==> src/rtl/muldiv_ctrl.sv <==
// Sequencer between the control unit and the multiplier/divider.
// Launches one unit, waits for completion or timeout, then updates HI/LO.
module muldiv_ctrl #(
   parameter int TIMEOUT = 40
) (
   input  logic        clk,
   input  logic        reset,
   input  logic        Start,
   input  logic        Op,
   input  logic [31:0] A,
   input  logic [31:0] B,
   output logic [31:0] OpA,
   output logic [31:0] OpB,
   output logic        DivStart,
   input  logic        DivStop,
   input  logic        DivZero,
   input  logic [31:0] DivHI,
   input  logic [31:0] DivLO,
   output logic        MultStart,
   input  logic        MultStop,
   input  logic [31:0] MultHI,
   input  logic [31:0] MultLO,
   output logic [31:0] HI,
   output logic [31:0] LO,
   output logic        Busy,
   output logic        Done,
   output logic        ZeroDiv,
   output logic        Timeout
);

   typedef enum logic [2:0] {
      S_IDLE,
      S_LAUNCH,
      S_WAIT,
      S_WRITE,
      S_EXC
   } state_t;

   localparam logic [5:0] TO_LAST = 6'(TIMEOUT - 1);

   state_t      state_q, state_d;
   logic [5:0]  cnt_q, cnt_d;
   logic        op_q;
   logic [31:0] opa_q, opb_q, hi_q, lo_q;
   logic        zero_q, zero_d, tout_q, tout_d;
   logic        busy_q, done_q, dstart_q, mstart_q;
   logic        accept, wr_div, wr_mult;

   always_comb begin
      state_d = state_q;
      cnt_d   = cnt_q;
      zero_d  = zero_q;
      tout_d  = tout_q;
      accept  = 1'b0;
      wr_div  = 1'b0;
      wr_mult = 1'b0;
      unique case (state_q)
         S_IDLE: begin
            if (Start) begin
               state_d = S_LAUNCH;
               accept  = 1'b1;
            end
         end
         S_LAUNCH: begin
            state_d = S_WAIT;
            cnt_d   = '0;
         end
         S_WAIT: begin
            cnt_d = cnt_q + 6'd1;
            // divide-by-zero beats completion, completion beats timeout
            if (op_q && DivZero) begin
               state_d = S_EXC;
               zero_d  = 1'b1;
            end else if (op_q && DivStop) begin
               state_d = S_WRITE;
               wr_div  = 1'b1;
            end else if (!op_q && MultStop) begin
               state_d = S_WRITE;
               wr_mult = 1'b1;
            end else if (cnt_q == TO_LAST) begin
               state_d = S_EXC;
               tout_d  = 1'b1;
            end
         end
         S_WRITE: state_d = S_IDLE;
         S_EXC: begin
            state_d = S_IDLE;
            zero_d  = 1'b0;
            tout_d  = 1'b0;
         end
         default: state_d = S_IDLE;
      endcase
   end

   always_ff @(posedge clk or negedge reset) begin
      if (!reset) begin
         state_q  <= S_IDLE;
         cnt_q    <= '0;
         op_q     <= 1'b0;
         opa_q    <= '0;
         opb_q    <= '0;
         hi_q     <= '0;
         lo_q     <= '0;
         zero_q   <= 1'b0;
         tout_q   <= 1'b0;
         busy_q   <= 1'b0;
         done_q   <= 1'b0;
         dstart_q <= 1'b0;
         mstart_q <= 1'b0;
      end else begin
         state_q  <= state_d;
         cnt_q    <= cnt_d;
         zero_q   <= zero_d;
         tout_q   <= tout_d;
         busy_q   <= (state_d != S_IDLE);
         done_q   <= (state_d == S_WRITE);
         dstart_q <= accept && Op;
         mstart_q <= accept && !Op;
         if (accept) begin
            op_q  <= Op;
            opa_q <= A;
            opb_q <= B;
         end
         if (wr_div) begin
            hi_q <= DivHI;
            lo_q <= DivLO;
         end else if (wr_mult) begin
            hi_q <= MultHI;
            lo_q <= MultLO;
         end
      end
   end

   assign OpA       = opa_q;
   assign OpB       = opb_q;
   assign HI        = hi_q;
   assign LO        = lo_q;
   assign Busy      = busy_q;
   assign Done      = done_q;
   assign DivStart  = dstart_q;
   assign MultStart = mstart_q;
   assign ZeroDiv   = zero_q;
   assign Timeout   = tout_q;

endmodule

==> config.mk <==
export PLATFORM = sky130hd
export DESIGN_NAME = muldiv_ctrl
export DESIGN_NICKNAME = d
export VERILOG_FILES = /design/src/rtl/muldiv_ctrl.sv
export SDC_FILE = /design/constraint.sdc
export NUM_CORES = 1
export LEC_CHECK = 0
export ABC_CLOCK_PERIOD_IN_PS = 2900
export CAP_MARGIN = 40
export CORE_AREA = 2 2 128 130
export DETAILED_ROUTE_END_ITERATION = 16
export DIE_AREA = 0 0 130 132
export DONT_BUFFER_PORTS = 1
export GPL_ROUTABILITY_DRIVEN = 1
export PLACE_DENSITY = 0.6
export SLEW_MARGIN = 20
export SYNTH_ARGS = -nofsm -noshare
export SYNTH_HDL_FRONTEND = slang
export SYNTH_SLANG_ARGS = --single-unit
==> constraint.sdc <==
create_clock -name clk -period 2.9 [get_ports clk]
set_input_delay 0.58 -clock clk [delete_from_list [all_inputs] [get_ports clk]]
set_output_delay 0.58 -clock clk [all_outputs]
set_load 0.01 [all_outputs]
**Word level (Yosys, flattened, before mapping)**

Index checks and enable logic that the tools add are counted.
W data, S select, Z words.

- Bits in registers: 144
- Bits of input ports: 199
- ROM bits: 0
- Output and inout port bits: 134
- Logic and storage cells: 65
- Memories kept: 0
- Latch bits: 0
- RAM bits: 0

- Reduce and logical (&&, ||, !) cells: 14
- Div/mod/pow operators: 0
- Equality and inequality tests: 10
- Multiply operators: 0
- $lt $le $gt $ge: 0
- Bitwise logic cells: 0
- Shifts and indexed selects: 0
- Add/subtract/negate cells: 1
- Mux-type cells: 27

Operators with widths:

| operator | number |
|---|---|
| $mux W32 | 4 |
| $mux W3 | 5 |
| $mux W1 | 14 |
| $pmux W6 S2 | 1 |
| $ne A2 B2 Y1 const B | 5 |
| $pmux W3 S3 | 1 |
| $add A6 B1 Y6 const B | 1 |
| $eq A3 B2 Y1 const B | 2 |
| $eq A6 B6 Y1 const B | 1 |
| $reduce_bool A2 Y1 | 3 |
| $logic_and A1 B1 Y1 | 5 |
| $reduce_and A5 Y1 | 1 |
| $pmux W1 S2 | 2 |
| $eq A3 B1 Y1 const B | 1 |
| $eq A3 B3 Y1 const B | 1 |
| $logic_not A3 Y1 | 1 |
| $reduce_bool A3 Y1 | 1 |
| $logic_not A1 Y1 | 2 |
| $reduce_and A2 Y1 | 1 |

**Logic depth before layout (Yosys ltp)**

Gate-level depths: netlist (run 1).

- Depth in word-level cells: 8
- Gate-level depth with buffers: 6
- Mapped depth without buffers: 4

**Least setup slack after synthesis (run 1)**

OpenSTA, ideal clock, no wires.

- Path kind: in2reg
- Start point: in Start
- End point: reg opb_q[2] (netlist: OpB[2])
- Cell stages on the path: 4
- Arrival: 1508 ps
- Buffers on the path: 2
- Setup time: 125 ps
- Setup slack: 1267 ps
- Required time: 2775 ps
- Path through: nor4b_4 -> buf_4 -> buf_4 -> mux2_2

- Cells in the longest elaborated chain, start to end: 2

RTL lines:

| item | RTL line | text |
|---|---|---|
| start: declaration | 8 | `input logic Start,` |
| $mux W1 | 59 | `if (Start) begin` |
| $mux W1 | 57 | `unique case (state_q)` |
| end signal: assignment | 101 | `opb_q <= '0;` |
| end signal: assignment | 122 | `opb_q <= B;` |
| end: declaration | 44 | `logic [31:0] opa_q, opb_q, hi_q, lo_q;` |

No other way between the ends.
A chain may end at the register's enable or synchronous reset.

**Worst setup path in the final report (run 1)**

- Start point: reg state_q[2]
- End point: reg hi_q[30] (netlist: HI[30])

- Cells in the longest elaborated chain, start to end: 3
- Elaborated cells between the ends (all ways): 5
- Classes of those cells: eq/ne (1); mux (3); reduce/logical (1)

RTL lines:

| item | RTL line | text |
|---|---|---|
| start: declaration | 41 | `state_t state_q, state_d;` |
| start signal: assignment | 111 | `state_q <= state_d;` |
| $eq A3 B2 Y1 * | 57 |  |
| $mux W1 | 57 |  |
| $mux W32 or $reduce_bool A2 Y1 (tied branches) | n/a |  |
| end signal: assignment | 125 | `hi_q <= DivHI;` |
| end signal: assignment | 128 | `hi_q <= MultHI;` |
| end: declaration | 44 |  |

Mark *: on every way between the ends. The rest lies on a longest branch, timed or not.

==> results of run 1 <==
==> layer usage <==
metal / part of all wire / global-route usage / routed length [um] / vias up
met4: 0.018 / 0.0675 / 314 / 0
met3: 0.088 / 0.0755 / 1530 / 22
li1: - / - / - / 2052
met2: 0.51 / 0.342 / 8890 / 235
met5: 0 / 0 / 0 / -
met1: 0.38 / 0.223 / 6580 / 2318
==> flip-flops by register name, summed over array words and instances (netlist names) <==
name       flops
HI            32
Done           1
Busy           1
OpB           32
Timeout        1
op_q           1
MultStart      1
ZeroDiv        1
DivStart       1
LO            32
OpA           32
state_q        3
cnt_q          6
==> Yosys cell counts, types with 2 or more instances <==
master / instances
o21ai_0: 130
clkbuf_1: 35
buf_4: 5
a21oi_1: 2
buf_6: 2
mux2i_1: 5
a2bb2oi_1: 64
nor3_1: 2
nand2_1: 11
nand4_1: 2
inv_1: 2
dfrtp_1: 144
nor2_1: 3
clkbuf_2: 3
buf_2: 12
mux2_2: 64
and3b_1: 65
==> kinds of logic after synthesis <==
kind of cell               count (synthesis)  share of synthesized area
AOI/OAI and AO/OA                        202                      0.190
DFF                                      144                      0.538
and+or+nand+nor                           95                      0.112
muxes                                     70                      0.117
buffers and inverters                     60                     0.0415
adders and majority gates                  1                    0.00187
==> layout by cell type, fill, tap and decap left out, drive strengths merged, types with 2 or more instances in the layout <==
master	count
a2bb2oi	64
buf	8
dfrtp	144
o21ai	130
nor3	2
mux2i	5
nor2	3
nand4	2
and3b	65
clkinv	3
inv	14
a21oi	2
or3b	2
clkbuf	17
nand2	12
mux2	65
==> power breakdown <==
part           total [mW]  leakage [nW]  switching (mW)  internal (mW)
clock                2.15         0.291           0.988           1.16
sequential           4.19          1.74            1.21           2.98
combinational        2.29          1.25            1.13           1.16
total                8.62          3.29            3.32           5.30
==> final timing paths <==
kind	from	end	depth (start not counted)
min	reset	HI[11]$_DFFE_PN0P_	0
max	state_q[2]$_DFF_PN0_	HI[30]$_DFFE_PN0P_	4
max in group asynchronous	reset	LO[6]$_DFFE_PN0P_	0
min reg2reg	cnt_q[5]$_DFFE_PN0P_	cnt_q[5]$_DFFE_PN0P_	1
min in group clk	Op	MultStart$_DFF_PN0_	1
max reg2reg	state_q[2]$_DFF_PN0_	HI[30]$_DFFE_PN0P_	4
==> area by class of cell <==
type / count / share of cell area
clock buffers: 17 / 0.0576
clock inverters: 15 / 0.0213
inverters: 2 / 0.00102
multi-input cells: 368 / 0.382
flip-flops and latches: 144 / 0.488
well taps: 216 / 0.0366
repair buffers: 8 / 0.0132
==> critical path, stage by stage, from the launching register on <==
cell       delay [ns]
dfrtp_1          0.51
or3b_2           0.81
buf_12           0.28
o21ai_0          0.19
a2bb2oi_1        0.10
==> per-stage QoR <==
| step | area (um2) | hold slack, ns |
|---|---|---|
| 6_report | 7390 | -0.149 |
| 5_1_grt | 7390 | -0.181 |
| 4_1_cts | 7390 | -0.172 |
| 3_5_place_dp | 6810 | 0.287 |
| 3_3_place_gp | 6810 | 0.288 |
| 2_1_floorplan | 6700 | 0.284 |
==> qor.yml, run 1 <==
clock_tree:
  cts_num_sinks: 144
  clockBufferDepth: 2
  cts_tree: "yes"
  cts.clk_slew.worst_paths_ns: 0.07
  post_cts_buffers: 0
  root_buffer: "clkbuf_16"
  clock_latency_ns: 0.42
  cts_resized: 0
  htreeDepth: 4
  cts_made_buffers: 17
sta:
  worst_pin_slew_ns: 0.658
  finalHoldViolCount: 144
  fin_crit_sh: 0.702
  tns_ns: 0
  rsz0062_at_grt: "false"
  whs_ns: -0.149
  fin_ws_ns: 0.865
  setup_viol: 0
  slew_violations: 0
  finClkSkew_ns: 0.0105
  timing.fmax_mhz: 492
  slew_headroom: 0.561
  fin_crit_ns: 2.03
global_routing:
  grt_max_degree: 145
  track_usage: 0.198
  grt_pass1_wl_um: 26500
  grt_pass1_vias: 4808
  gr-total-overflow: 0
  antenna_found_initial: 0
synthesis:
  post-synth-top-area-fraction: 0.538
  yosys_register_bits: 144
  syn_area_mm2: 0.00670
  ys_seq_area_frac: 0.538
  synth_edf_count: 0
  synthFlopType: "dfrtp_1"
  synthesis.instances: 572
  syn_area_per_cell_um2: 11.7
  yosys-top-cells-area: "dfrtp_1 54%, mux2_2 11%, o21ai_0 9.7%"
  synth_nets: 772
  synth_warnings: 0
  ys_types: 38
  async_flop_share: 1.00
  yosys.area.top_type: "dfrtp_1"
floorplanning:
  die_area_mm2: 0.0172
  die_y_um: 132
  core-area_mm2: 0.0157
  start_util: 0.426
  ios: 333
  die_w_um: 130
  rows: 46
place:
  gp_congestion: 0.798
  preCtsSetupSlack_ns: 0.870
  post-place-cells: 738
  dp_hpwl_um: 11500
  place.port_buffers: 0
layout:
  antenna_cells: 0
  fin_util: 0.470
  fillers: 1454
  multi_input_area_mm2: 0.00283
  fin_nets: 741
  final_cells: 770
  drive_gt1_frac: 0.202
  regArea_mm2: 0.00360
  syn2layout_area_growth_pct: 10.3
setup_path:
  cp-start-kind: "flip-flop"
  reg2reg_slack_ns: 0.87
  critical_path_required_ns: 3.20
  endpoint_kind: "flip-flop"
  critPathMaxFanout: 39
  arrival_ns: 2.33
  critPathKind: "flip-flop to flip-flop"
run_status:
  failed_checks: "negative hold slack"
  status: "finished with violations"
hold_path:
  hold_class: "input pin to async pin"
detailed_routing:
  dr.pass1.iters: 4
  wl_per_cell_um: 22.5
  drt_iter0_drc: 270
  drc_errors: 0
  detail-route-antenna-nets: 0
  vias_per_cell: 6.01
  vias: 4627
  totalWireLength_um: 17300
power:
  power_density_mw_per_mm2: 1170
  power_mw: 8.62
  p_leak_nw: 3.29
  vdd_drop_max_mv: 0.465
run:
  max_cap_viol_count: 0
Note: power is estimated with default switching activity, not from simulation.
==> run 2: changes to the inputs <==
- ABC_CLOCK_PERIOD_IN_PS: 2900 -> 2050
- clock period: 2.9 -> 2.05 ns (I/O delays scaled with it)
==> run 2 against run 1 <==
  * The flow still finishes with violations (negative hold slack)
  * Routed wire length is 0.55% lower
  * Critical path depth unchanged
  * Clock skew is 0.0020 ns higher
  * Non-clock buffer count rose by 5
  * Critical path type unchanged
  * Largest cell class unchanged
  * Highest routed layer unchanged
==> qor.yml, run 2 (synthesized netlist as in run 1, its figures left out) <==
run_status:
  status: "finished with violations"
  failed_checks: "negative hold slack"
power:
  vdd_drop_max_mv: 0.869  # +87%
  p_leak_nw: 3.32  # +1.1%
  power_density_mw_per_mm2: 1670  # +43%
  power_mw: 12.4  # +44%
layout:
  final_cell_area_mm2: 0.00746  # +1.0%
  syn2layout_area_growth_pct: 11.5
  drive_gt1_frac: 0.209  # +0.00714
  final_cells: 775  # +0.65%
  mostFrequentLayoutCell: "dfrtp_1"
  antenna_cells: 0  # unchanged
  layout_common_cells: "143 x dfrtp_1, 130 x o21ai_0, 64 x mux2_2, 64 x and3b_1, 64 x a2bb2oi_1"
  fin_nets: 746  # +0.67%
sta:
  finalHoldViolCount: 144  # unchanged
  finClkSkew_ns: 0.0125  # +0.00198 ns
  tns_ns: 0  # unchanged
  rsz0062_at_grt: "false"
  whs_ns: -0.318  # -0.169 ns
  fin_crit_sh: 0.872  # +0.171
  slew_violations: 0  # unchanged
  fin_crit_ns: 1.79  # -0.246 ns
  worst_pin_slew_ns: 0.603  # -0.0556 ns
  setup_viol: 0  # unchanged
  slew_headroom: 0.598  # +0.0371
  timing.fmax_mhz: 559  # +14%
detailed_routing:
  dr.pass1.iters: 4  # unchanged
  detail-route-antenna-nets: 0  # unchanged
  drc_errors: 0  # unchanged
  vias_per_cell: 6.08  # +1.2%
  wl_per_cell_um: 22.2  # -1.2%
  totalWireLength_um: 17200  # -0.55%
  drt_iter0_drc: 221  # -18%
  vias: 4713  # +1.9%
setup_path:
  cpPeakStageDelay_ns: 0.54  # -0.27 ns
  crit_slowest_cell: "or3b_2"
  r2r_cells: 4  # unchanged
  endpoint_kind: "flip-flop"
  cp-start-kind: "flip-flop"
  crit_chain: "or3b_2, buf_4, o21ai_0, a2bb2oi_1"
  critical_path_required_ns: 2.35  # -0.85 ns
  arrival_ns: 2.09  # -0.24 ns
  critPathKind: "flip-flop to flip-flop"
  critPathMaxFanout: 34  # -13%
floorplanning:
  rows: 46  # unchanged
  start_util: 0.426  # unchanged
  ios: 333  # unchanged
  die_w_um: 130  # unchanged
  die_area_mm2: 0.0172  # unchanged
  die_y_um: 132  # unchanged
  core-area_mm2: 0.0157  # unchanged
global_routing:
  grt_max_degree: 145  # unchanged
  track_usage: 0.195  # -0.00307
  grt_pass1_wl_um: 26100  # -1.5%
  gr-total-overflow: 0  # unchanged
  antenna_found_initial: 0  # unchanged
  grtUsageMet3: 0.0694  # -0.00609
  grt_pass1_vias: 4771  # -0.77%
  grt_util_met2: 0.330  # -0.0119
  globalRoute.busiestLayer: "met2"
  met1_usage: 0.220  # -0.00316
clock_tree:
  clock_latency_ns: 0.42  # about the same
  cts_made_buffers: 17  # unchanged
  clockBufferDepth: 2  # unchanged
  cts.clk_slew.worst_paths_ns: 0.06  # about the same
  root_buffer: "clkbuf_16"
  cts_tree: "yes"
  htreeDepth: 4  # unchanged
  cts_resized: 0  # unchanged
  post_cts_buffers: 0  # unchanged
  cts_num_sinks: 144  # unchanged
run:
  max_cap_viol_count: 0  # unchanged
place:
  gp_congestion: 0.765  # -4.1%
  post-place-cells: 743  # +0.68%
  dpl-instance-area_mm2: 0.00684  # +0.55%
  place.port_buffers: 0  # unchanged
  dp_hpwl_um: 11600  # +0.70%
hold_path:
  hold_class: "input pin to async pin"
run 2: per-stage QoR:
| stage | utilization | setup WS (ns) |
|---|---|---|
| final | 0.475 | 0.262 |
| after global routing | 0.475 | 0.184 |
| after CTS | 0.475 | 0.282 |
| after detailed placement | 0.436 | 0.291 |
| after global placement | 0.436 | 0.344 |
| after floorplan | - | 0.420 |
run 2: area by class of cell:
type,instances,area (um2)
Tap cell,216,270
Multi-Input combinational cell,368,2830
Fill cell,1429,8250
Inverter,2,7.51
Clock buffer,17,425
Timing Repair Buffer,13,135
Clock inverter,15,195
Sequential cell,144,3600
run 2: critical path: cells and delay by family, from the launching register on:
family | cells | cell delay [ns]
buffers and inverters | 1 | 0.25
AND/OR/NAND/NOR | 1 | 0.54
flip-flops | 1 | 0.51
AO/OA/AOI/OAI | 2 | 0.35
run 2: worst paths after layout:
check	start	end	slack [ns]
worst min-delay path	reset	HI[14]$_DFFE_PN0P_	-0.32
max in group asynchronous	reset	op_q$_DFFE_PN0P_	2.00
worst min register to register	cnt_q[5]$_DFFE_PN0P_	cnt_q[5]$_DFFE_PN0P_	0.48
min in group clk	Op	MultStart$_DFF_PN0_	0.05
worst max register to register	state_q[2]$_DFF_PN0_	HI[5]$_DFFE_PN0P_	0.26
worst max-delay path	state_q[2]$_DFF_PN0_	HI[5]$_DFFE_PN0P_	0.26
run 2: metal layers:
layer	part of all wire	vias up
li1	-	2063
met1	0.37	2352
met2	0.51	261
met3	0.088	37
met4	0.027	0
met5	0	-
run 2: report_power, final:
part | internal (mW) | switching (mW) | leakage [nW]
logic | 1.68 | 1.64 | 1.27
registers | 4.22 | 1.67 | 1.74
clock network | 1.87 | 1.37 | 0.306
total | 7.76 | 4.68 | 3.32
